--- src/rtl/apb_gpio_arbiter_if.sv ---
// Bundle of the two requester channels and the APB master port of apb_gpio_arbiter.
// "master" is the arbiter's own view; "slave" is the view of the requesters plus the APB slave.
interface apb_gpio_arbiter_if #(
    parameter int DATA_WIDTH = 32,
    parameter int ADDR_WIDTH = 32
);
    logic                  r0_valid;
    logic                  r0_ready;
    logic                  r0_write;
    logic [ADDR_WIDTH-1:0] r0_addr;
    logic [DATA_WIDTH-1:0] r0_wdata;
    logic                  r0_rsp_valid;
    logic [DATA_WIDTH-1:0] r0_rsp_rdata;
    logic                  r0_rsp_err;

    logic                  r1_valid;
    logic                  r1_ready;
    logic                  r1_write;
    logic [ADDR_WIDTH-1:0] r1_addr;
    logic [DATA_WIDTH-1:0] r1_wdata;
    logic                  r1_rsp_valid;
    logic [DATA_WIDTH-1:0] r1_rsp_rdata;
    logic                  r1_rsp_err;

    logic                  PSEL;
    logic                  PENABLE;
    logic                  PWRITE;
    logic [ADDR_WIDTH-1:0] PADDR;
    logic [DATA_WIDTH-1:0] PWDATA;
    logic                  PREADY;
    logic [DATA_WIDTH-1:0] PRDATA;

    modport master (
        input  r0_valid, r0_write, r0_addr, r0_wdata,
        input  r1_valid, r1_write, r1_addr, r1_wdata,
        input  PREADY, PRDATA,
        output r0_ready, r0_rsp_valid, r0_rsp_rdata, r0_rsp_err,
        output r1_ready, r1_rsp_valid, r1_rsp_rdata, r1_rsp_err,
        output PSEL, PENABLE, PWRITE, PADDR, PWDATA
    );

    modport slave (
        output r0_valid, r0_write, r0_addr, r0_wdata,
        output r1_valid, r1_write, r1_addr, r1_wdata,
        output PREADY, PRDATA,
        input  r0_ready, r0_rsp_valid, r0_rsp_rdata, r0_rsp_err,
        input  r1_ready, r1_rsp_valid, r1_rsp_rdata, r1_rsp_err,
        input  PSEL, PENABLE, PWRITE, PADDR, PWDATA
    );
endinterface

--- src/rtl/apb_gpio_arbiter.sv ---
// Round-robin arbiter that lets two requesters share one APB slave, with a PREADY timeout
// so that a hung slave cannot lock up either requester.
module apb_gpio_arbiter #(
    parameter int DATA_WIDTH = 32,
    parameter int ADDR_WIDTH = 32,
    parameter int TIMEOUT    = 16
) (
    input logic                  PCLK,
    input logic                  PRESET,
    apb_gpio_arbiter_if.master   bus
);
    localparam int CW = $clog2(TIMEOUT + 1);

    typedef enum logic [1:0] {IDLE, SETUP, ACCESS, RESP} state_t;

    state_t                state_q, state_d;
    logic                  lastGrant_q, lastGrant_d;
    logic                  grant_q, grant_d;
    logic                  write_q, write_d;
    logic [ADDR_WIDTH-1:0] addr_q, addr_d;
    logic [DATA_WIDTH-1:0] wdata_q, wdata_d;
    logic [CW-1:0]         cnt_q, cnt_d;
    logic [DATA_WIDTH-1:0] rdata_q, rdata_d;
    logic                  err_q, err_d;

    logic          anyValid;
    logic          winner;
    logic          ready0, ready1;
    logic [CW-1:0] cntNext;

    // Under contention the requester that did not win last time goes first.
    always_comb begin
        anyValid = bus.r0_valid | bus.r1_valid;
        winner   = (bus.r0_valid & bus.r1_valid) ? ~lastGrant_q : bus.r1_valid;
    end

    always_comb begin
        state_d     = state_q;
        lastGrant_d = lastGrant_q;
        grant_d     = grant_q;
        write_d     = write_q;
        addr_d      = addr_q;
        wdata_d     = wdata_q;
        cnt_d       = cnt_q;
        rdata_d     = rdata_q;
        err_d       = err_q;
        ready0      = 1'b0;
        ready1      = 1'b0;
        cntNext     = cnt_q + CW'(1);

        case (state_q)
            IDLE: begin
                if (anyValid && !PRESET) begin
                    ready0      = ~winner;
                    ready1      = winner;
                    grant_d     = winner;
                    lastGrant_d = winner;
                    write_d     = winner ? bus.r1_write : bus.r0_write;
                    addr_d      = winner ? bus.r1_addr  : bus.r0_addr;
                    wdata_d     = winner ? bus.r1_wdata : bus.r0_wdata;
                    state_d     = SETUP;
                end
            end
            SETUP: begin
                cnt_d   = '0;
                state_d = ACCESS;
            end
            ACCESS: begin
                if (bus.PREADY) begin
                    rdata_d = write_q ? '0 : bus.PRDATA;
                    err_d   = 1'b0;
                    state_d = RESP;
                end else if (cntNext == CW'(TIMEOUT)) begin
                    rdata_d = '0;
                    err_d   = 1'b1;
                    state_d = RESP;
                end else begin
                    cnt_d = cntNext;
                end
            end
            RESP: begin
                state_d = IDLE;
            end
            default: begin
                state_d = IDLE;
            end
        endcase
    end

    // lastGrant resets to requester 1 so requester 0 wins the first contention.
    always_ff @(posedge PCLK) begin
        if (PRESET) begin
            state_q     <= IDLE;
            lastGrant_q <= 1'b1;
            grant_q     <= 1'b0;
            write_q     <= 1'b0;
            addr_q      <= '0;
            wdata_q     <= '0;
            cnt_q       <= '0;
            rdata_q     <= '0;
            err_q       <= 1'b0;
        end else begin
            state_q     <= state_d;
            lastGrant_q <= lastGrant_d;
            grant_q     <= grant_d;
            write_q     <= write_d;
            addr_q      <= addr_d;
            wdata_q     <= wdata_d;
            cnt_q       <= cnt_d;
            rdata_q     <= rdata_d;
            err_q       <= err_d;
        end
    end

    assign bus.PSEL    = (state_q == SETUP) || (state_q == ACCESS);
    assign bus.PENABLE = (state_q == ACCESS);
    assign bus.PWRITE  = write_q;
    assign bus.PADDR   = addr_q;
    assign bus.PWDATA  = wdata_q;

    assign bus.r0_ready = ready0;
    assign bus.r1_ready = ready1;

    // Response fields are forced to zero whenever their pulse is not active.
    assign bus.r0_rsp_valid = (state_q == RESP) && !grant_q;
    assign bus.r1_rsp_valid = (state_q == RESP) &&  grant_q;
    assign bus.r0_rsp_rdata = bus.r0_rsp_valid ? rdata_q : '0;
    assign bus.r1_rsp_rdata = bus.r1_rsp_valid ? rdata_q : '0;
    assign bus.r0_rsp_err   = bus.r0_rsp_valid & err_q;
    assign bus.r1_rsp_err   = bus.r1_rsp_valid & err_q;
endmodule

--- src/flat_wrapper.sv ---
// flat-port wrapper written by rule: the top's interface ports become plain ports
module apb_gpio_arbiter_flat 
#(
    parameter int DATA_WIDTH = 32,
    parameter int ADDR_WIDTH = 32,
    parameter int TIMEOUT    = 16
)
  (PCLK, PRESET, bus_r0_valid, bus_r0_write, bus_r0_addr, bus_r0_wdata, bus_r1_valid, bus_r1_write, bus_r1_addr, bus_r1_wdata, bus_PREADY, bus_PRDATA, bus_r0_ready, bus_r0_rsp_valid, bus_r0_rsp_rdata, bus_r0_rsp_err, bus_r1_ready, bus_r1_rsp_valid, bus_r1_rsp_rdata, bus_r1_rsp_err, bus_PSEL, bus_PENABLE, bus_PWRITE, bus_PADDR, bus_PWDATA);
  apb_gpio_arbiter_if #(.DATA_WIDTH(DATA_WIDTH), .ADDR_WIDTH(ADDR_WIDTH)) bus_i ();
  input logic PCLK;
  input logic PRESET;
  input wire logic [$bits(bus_i.r0_valid)-1:0] bus_r0_valid;
  input wire logic [$bits(bus_i.r0_write)-1:0] bus_r0_write;
  input wire logic [$bits(bus_i.r0_addr)-1:0] bus_r0_addr;
  input wire logic [$bits(bus_i.r0_wdata)-1:0] bus_r0_wdata;
  input wire logic [$bits(bus_i.r1_valid)-1:0] bus_r1_valid;
  input wire logic [$bits(bus_i.r1_write)-1:0] bus_r1_write;
  input wire logic [$bits(bus_i.r1_addr)-1:0] bus_r1_addr;
  input wire logic [$bits(bus_i.r1_wdata)-1:0] bus_r1_wdata;
  input wire logic [$bits(bus_i.PREADY)-1:0] bus_PREADY;
  input wire logic [$bits(bus_i.PRDATA)-1:0] bus_PRDATA;
  output wire logic [$bits(bus_i.r0_ready)-1:0] bus_r0_ready;
  output wire logic [$bits(bus_i.r0_rsp_valid)-1:0] bus_r0_rsp_valid;
  output wire logic [$bits(bus_i.r0_rsp_rdata)-1:0] bus_r0_rsp_rdata;
  output wire logic [$bits(bus_i.r0_rsp_err)-1:0] bus_r0_rsp_err;
  output wire logic [$bits(bus_i.r1_ready)-1:0] bus_r1_ready;
  output wire logic [$bits(bus_i.r1_rsp_valid)-1:0] bus_r1_rsp_valid;
  output wire logic [$bits(bus_i.r1_rsp_rdata)-1:0] bus_r1_rsp_rdata;
  output wire logic [$bits(bus_i.r1_rsp_err)-1:0] bus_r1_rsp_err;
  output wire logic [$bits(bus_i.PSEL)-1:0] bus_PSEL;
  output wire logic [$bits(bus_i.PENABLE)-1:0] bus_PENABLE;
  output wire logic [$bits(bus_i.PWRITE)-1:0] bus_PWRITE;
  output wire logic [$bits(bus_i.PADDR)-1:0] bus_PADDR;
  output wire logic [$bits(bus_i.PWDATA)-1:0] bus_PWDATA;
  assign bus_i.r0_valid = bus_r0_valid;
  assign bus_i.r0_write = bus_r0_write;
  assign bus_i.r0_addr = bus_r0_addr;
  assign bus_i.r0_wdata = bus_r0_wdata;
  assign bus_i.r1_valid = bus_r1_valid;
  assign bus_i.r1_write = bus_r1_write;
  assign bus_i.r1_addr = bus_r1_addr;
  assign bus_i.r1_wdata = bus_r1_wdata;
  assign bus_i.PREADY = bus_PREADY;
  assign bus_i.PRDATA = bus_PRDATA;
  assign bus_r0_ready = bus_i.r0_ready;
  assign bus_r0_rsp_valid = bus_i.r0_rsp_valid;
  assign bus_r0_rsp_rdata = bus_i.r0_rsp_rdata;
  assign bus_r0_rsp_err = bus_i.r0_rsp_err;
  assign bus_r1_ready = bus_i.r1_ready;
  assign bus_r1_rsp_valid = bus_i.r1_rsp_valid;
  assign bus_r1_rsp_rdata = bus_i.r1_rsp_rdata;
  assign bus_r1_rsp_err = bus_i.r1_rsp_err;
  assign bus_PSEL = bus_i.PSEL;
  assign bus_PENABLE = bus_i.PENABLE;
  assign bus_PWRITE = bus_i.PWRITE;
  assign bus_PADDR = bus_i.PADDR;
  assign bus_PWDATA = bus_i.PWDATA;
  apb_gpio_arbiter #(.DATA_WIDTH(DATA_WIDTH), .ADDR_WIDTH(ADDR_WIDTH), .TIMEOUT(TIMEOUT)) u_core (.PCLK(PCLK), .PRESET(PRESET), .bus(bus_i));
endmodule
--- config.mk ---
export PLATFORM = sky130hd
export DESIGN_NAME = apb_gpio_arbiter_flat
export DESIGN_NICKNAME = d
export VERILOG_FILES = /design/src/rtl/apb_gpio_arbiter_if.sv /design/src/rtl/apb_gpio_arbiter.sv /design/src/flat_wrapper.sv
export SDC_FILE = /design/constraint.sdc
export NUM_CORES = 1
export LEC_CHECK = 0
export ABC_AREA = 1
export BUFFER_PORTS_ARGS = -buffer_cell sky130_fd_sc_hd__clkbuf_2
export CORE_AREA = 3 3 118 120
export CTS_BUF_LIST = sky130_fd_sc_hd__clkbuf_4 sky130_fd_sc_hd__clkbuf_8
export CTS_CLUSTER_SIZE = 30
export DETAILED_ROUTE_END_ITERATION = 8
export DIE_AREA = 0 0 121 123
export PLACE_DENSITY = 0.7
export SETUP_SLACK_MARGIN = 0.02
export SLEW_MARGIN = 10
export SYNTH_ARGS = -nofsm -noshare
export SYNTH_HDL_FRONTEND = slang
export SYNTH_SLANG_ARGS = --single-unit
export TNS_END_PERCENT = 30
--- constraint.sdc ---
create_clock -name PCLK -period 1.79 [get_ports PCLK]
set_input_delay 0.179 -clock PCLK [delete_from_list [all_inputs] [get_ports PCLK]]
set_output_delay 0.179 -clock PCLK [all_outputs]
set_load 0.05 [all_outputs]
==> results.tsv, run 1 <==
metric	value	unit
status	finished clean	
Final GP Congestion	0.8052	
DR DRC count	0	
crit share post-route	97.14	%
part of the power in registers	39.0	%
share of layout cells above drive strength 1	36.80	%
Highest Clock Rate	575.1	MHz
mean post-synth cell area	6.843	um^2
clk_lat worst skew	370	ps
Warnings, synthesis	0	
Congestion Overflow GR	0	
Die Ht	123	um
Hold-fix buffers, CTS	0	
IO Pins	304	
die area	14880	um^2
core region area	13090	um^2
critical register-to-register path startpoint	u_core.state_q[0]	
DRT iter0 DRCs	322	
hold path startpoint	bus_r0_addr[3]	
HP Class	in -> reg	
first-pass GRT wire length	23810	um
# setup viols final	0	
RSZ-0062 raised after global routing	yes	
Mapped Cells	693	
Placed Instance Area	6691	um^2
clock power share	20.3	%
sequential fraction of the synthesis area	45.17	%
Layout Nets	1148	
total power draw	7.589	mW
worst relative slew slack	25.10	%
Buffers on Ports	303	
critical setup path kind	reg -> out	
Bufs on Longest Clock Path	2	
drt total wl	16640	um
clock tree from TritonCTS	built	
Comb pwr share	40.7	%
Reg clk slew, reported paths	110	ps
area grow syn2layout	51.90	%
hold slack	37.15	ps
worst slack, placed	98.05	ps
Syn Std Cell Area	4742	um^2
GRT Overall Usage	19.97	%
Tmin final	1739	ps
critical path required time	1610	ps
number of global-route vias before repair	4873	
row cnt	42	
pin slew with the least headroom to its limit	1124	ps
CP Launch Point	u_core.state_q[1]	
setup_tns	0	ps
final setup margin	51.16	ps
Avg WL per Cell	14.37	um
PwrDens	1054	nW/um^2
fin. max-slew vios	0	
fin area	7203	um^2
Crit path arrival time	1560	ps
internal power	4.340	mW
Net Sw Power	3.249	mW
largest net degree at the start of global routing	102	
Die W	121	um
clk_skew	12.49	ps
initial antenna violation count	1	
clock sinks	107	
worst-path fanout max	34	
DR pass1 iterations	5	
Switching Fraction	42.81	%
Peak VDD IR	0.7061	mV
Yosys reg bits	107	
CP Launch Type	flop	
Avg Vias per Cell	4.788	
maximum capacitance violations	0	
DRT antenna net count	0	
CTS root buffer	clkbuf_8	
Fin. Hold Viols	0	
Syn Nets	865	
Distinct cells, synth	22	
Worst Setup End Kind	primary output	
Vias	5544	
post-DP HPWL	11900	um
cts bufs inserted	9	
htree depth	3	
Leakage	3.097	nW
initial core utilization	36.24	%
timing repair:
| action | CTS | global route |
|---|---|---|
| gates resized for setup | 26 | 168 |
| gates cloned | 0 | 0 |
| endpoints found under the hold margin | 0 | 0 |
| setup buffers | 2 | 0 |
| pin swaps | 1 | 0 |
| setup endpoints to repair | 71 | 101 |
power groups by stage:
stage	Sequential [mW]	Combinational, mW	Clock [mW]
after global routing	3.01	3.33	1.70
after floorplan	3.84	1.32	0
after CTS	2.96	3.10	1.60
final	2.96	3.09	1.54
after global placement	3.00	3.01	0
after detailed placement	2.99	3.04	0
Yosys cell counts (all sizes together):
master | n | area (um^2)
dfxtp | 107 | 2142
nand2 | 256 | 968.4
nand3 | 39 | 200.2
inv | 49 | 183.9
xor2 | 1 | 8.760
a31oi | 65 | 406.6
clkbuf | 22 | 82.58
buf | 27 | 155.1
nand4 | 5 | 31.28
a21oi | 38 | 193.9
a211oi | 1 | 7.510
ha | 5 | 62.56
o21ai | 3 | 15.01
nor2 | 75 | 284.0
cell families after synthesis:
| family | Yosys count | share of synthesized area (%) |
|---|---|---|
| simple gates | 375 | 31.29 |
| xor+xnor | 1 | 0.1847 |
| fa+ha+maj | 5 | 1.319 |
| buf+inv | 98 | 8.892 |
| compound gates | 107 | 13.14 |
| flops | 107 | 45.17 |
flip-flops by register name, indices dropped and copies added (netlist names):
name	flops
u_core.state_q	2
u_core.bus.PADDR	32
u_core.cnt_q	5
u_core.bus.PWDATA	32
u_core.err_q	1
u_core.rdata_q	32
u_core.bus.PWRITE	1
u_core.grant_q	1
u_core.lastGrant_q	1
final timing paths:
kind,cells after the start,slack (ps),end
worst max register to register,8,140,u_core.bus.PWDATA[22]
worst min register to register,2,480,u_core.rdata_q[22]
worst min-delay path,3,40,u_core.bus.PADDR[3]
worst max-delay path,5,50,bus_r0_rsp_rdata[4]
cell usage in the layout (no fill, tap or decap), types with 5 or more instances in the layout:
master | netlist | final
nand2_1 | 255 | 255
clkbuf_2 | 0 | 231
dfxtp_1 | 107 | 104
a31oi_1 | 65 | 65
nor2_1 | 74 | 62
inv_1 | 47 | 47
buf_4 | 10 | 42
nand3_1 | 38 | 38
a21oi_1 | 37 | 37
buf_12 | 0 | 22
buf_6 | 0 | 21
clkbuf_8 | 0 | 11
nor2_2 | 1 | 8
nor2_4 | 0 | 5
nand4_1 | 5 | 5
cell type report:
class	count	area [um^2]
Antenna cell	1	2.502
Clock buffer	11	145.1
Clock inverter	5	62.56
Fill cell	1277	5882
Inverter	49	183.9
Multi-Input combinational cell	488	2253
Sequential cell	107	2146
Tap cell	176	220.2
Timing Repair Buffer	321	2190
through the flow:
step / instances / utilization, %
floorplan: 693 / -
global placement: 1139 / 51.14
detailed placement: 1139 / 51.14
CTS: 1157 / 53.39
global route: 1158 / 55.05
finish: 1158 / 55.05
routing by layer:
layer	share of wire, %	up-vias	track usage, %
met4	1.4	0	7.790
met5	0	-	0
met3	8.8	16	5.169
met1	40	2504	23.84
met2	50	241	34.46
li1	-	2783	-
critical path: stages, from the launching register on:
cell	delay [ps]
dfxtp_2	370
ha_1	170
nand2_1	90
buf_12	180
nor2_1	120
clkbuf_4	250
Note: power is estimated with default switching activity, not from simulation.
==> run 2: changes to the inputs <==
Settings changed: ABC_CLOCK_PERIOD_IN_PS from default to 1790, CAP_MARGIN from default to 5, PLACE_DENSITY 0.7 to default, PLACE_DENSITY_LB_ADDON from default to 0.05.
==> run 2 against run 1 <==
Against the previous run:
- setup slack gained 10 ps
- power is 3.2% higher
- utilization down 1.2 points
- sequential power about the same
- clock skew decreased by 3.6 ps
- worst hold slack about the same
- critical path type unchanged
- non-clock buffer count rose by 5
- maximum frequency rose by 0.58%
- die area is the same
- clock power rose by 18%
- critical endpoint is now bus_r1_rsp_rdata[27]
==> results.tsv, run 2 (synthesized netlist as in run 1, its figures left out) <==
metric	value	unit
DRT iter0 DRCs	306	
Layout Nets	1153	
maximum capacitance violations	0	
DR pass1 iterations	4	
HP Class	in -> reg	
critical register-to-register path startpoint	u_core.cnt_q[1]	
Leakage	3.078	nW
row cnt	42	
clk_skew	8.897	ps
DR DRC count	0	
Fin. Hold Viols	0	
GRT Overall Usage	20.25	%
critical setup path kind	reg -> out	
Worst Setup End Kind	primary output	
CP Launch Type	flop	
largest net degree at the start of global routing	102	
crit share post-route	96.58	%
flop2flop setup slack	150	ps
worst hold path depth	3	
post-DP HPWL	11960	um
fin area	7043	um^2
worst relative slew slack	27.00	%
CP Launch Point	u_core.state_q[1]	
clock power share	23.1	%
Highest Clock Rate	578.4	MHz
IO Pins	304	
critical path endpoint	bus_r1_rsp_rdata[27]	
core region area	13090	um^2
Vias	5398	
first-pass GRT wire length	24320	um
Hold-fix buffers, CTS	0	
Avg WL per Cell	14.04	um
most common cell after layout, fill and taps aside	nand2_1	
commonest non-fill, non-tap cells in the layout	nand2_1, clkbuf_2, dfxtp_1	
worst-path fanout max	12	
Die W	121	um
# setup viols final	0	
Buffers on Ports	303	
Switching Fraction	41.16	%
Avg Vias per Cell	4.645	
number of global-route vias before repair	4831	
FF-to-FF End	u_core.rdata_q[25]	
CTS root buffer	clkbuf_8	
Crit path arrival time	1550	ps
clock sinks	107	
R2R depth	7	
share of layout cells above drive strength 1	36.71	%
part of the power in registers	37.7	%
PwrDens	1112	nW/um^2
clock tree from TritonCTS	built	
die area	14880	um^2
setup_tns	0	ps
total power draw	7.831	mW
fin. max-slew vios	0	
internal power	4.608	mW
Comb pwr share	39.1	%
Peak VDD IR	0.4769	mV
cts bufs inserted	9	
Die Ht	123	um
Congestion Overflow GR	0	
htree depth	3	
Inserted Diodes	0	
Reg clk slew, reported paths	100	ps
drt total wl	16320	um
area grow syn2layout	48.52	%
status	finished clean	
initial antenna violation count	0	
Tmin final	1729	ps
critical path required time	1610	ps
pin slew with the least headroom to its limit	1095	ps
Final GP Congestion	0.7630	
clk_lat worst skew	360	ps
DRT antenna net count	0	
RSZ-0062 raised after global routing	yes	
initial core utilization	36.24	%
Placed Instance Area	6521	um^2
Bufs on Longest Clock Path	2	
Net Sw Power	3.223	mW
[run 2: repair_timing]
action | in CTS | in global routing
hold endpoints to repair | 0 | 0
setup buffers | 3 | 0
pin swaps | 1 | 0
setup endpoints to repair | 63 | 93
gates resized for setup | 20 | 158
[run 2: stage by stage]
step | std cells | setup WS (ps) | hold WS [ps] | util, %
after floorplan | 693 | 85.32 | 326.4 | -
after global placement | 1143 | 193.2 | 419.6 | 49.84
after CTS | 1162 | 12.70 | 13.43 | 52.37
final | 1162 | 61.20 | 37.48 | 53.82
after detailed placement | 1143 | 146.8 | 418.4 | 49.84
after global routing | 1162 | -63.29 | 23.67 | 53.82
[run 2: worst min path at each step]
stage	end	slack [ps]	startpoint
finish	u_core.rdata_q[14]	40	bus_PRDATA[14]
global route	u_core.rdata_q[2]	20	bus_PRDATA[2]
CTS	u_core.rdata_q[14]	10	bus_PRDATA[14]
detailed placement	u_core.rdata_q[14]	420	bus_PRDATA[14]
global placement	u_core.rdata_q[16]	420	bus_PRDATA[16]
floorplan	u_core.rdata_q[26]	330	bus_PRDATA[26]
[run 2: critical path, stage by stage, from the launching register on]
cell and delay [ps]:
dfxtp_2 370, ha_1 160, nand2_1 80, buf_4 190, nor2_1 210, buf_12 170
[run 2: power by group through the flow]
stage	Clock, mW	Sequential [mW]	Combinational, mW
2_1_floorplan	0	3.84	1.32
3_3_place_gp	0	3.00	3.04
3_5_place_dp	0	2.99	3.04
4_1_cts	1.86	2.95	3.07
5_1_grt	1.94	3.00	3.33
6_report	1.81	2.96	3.06
[run 2: layer usage]
metal  vias up  GRT usage, %  routed length [um]
li1       2792             -                   -
met1      2377         23.72                6375
met2       210         35.85                8226
met3        19         5.947                1426
met4         0         6.091                 286
met5         -             0                   0
[run 2: final cells by class]
cell class / count / area (um^2)
tap: 176 / 220.2
multi-input combinational: 488 / 2221
clock inverter: 5 / 100.1
inverter: 49 / 183.9
fill: 1311 / 6042
sequential: 107 / 2145
timing repair buffer: 326 / 2028
clock buffer: 11 / 145.1
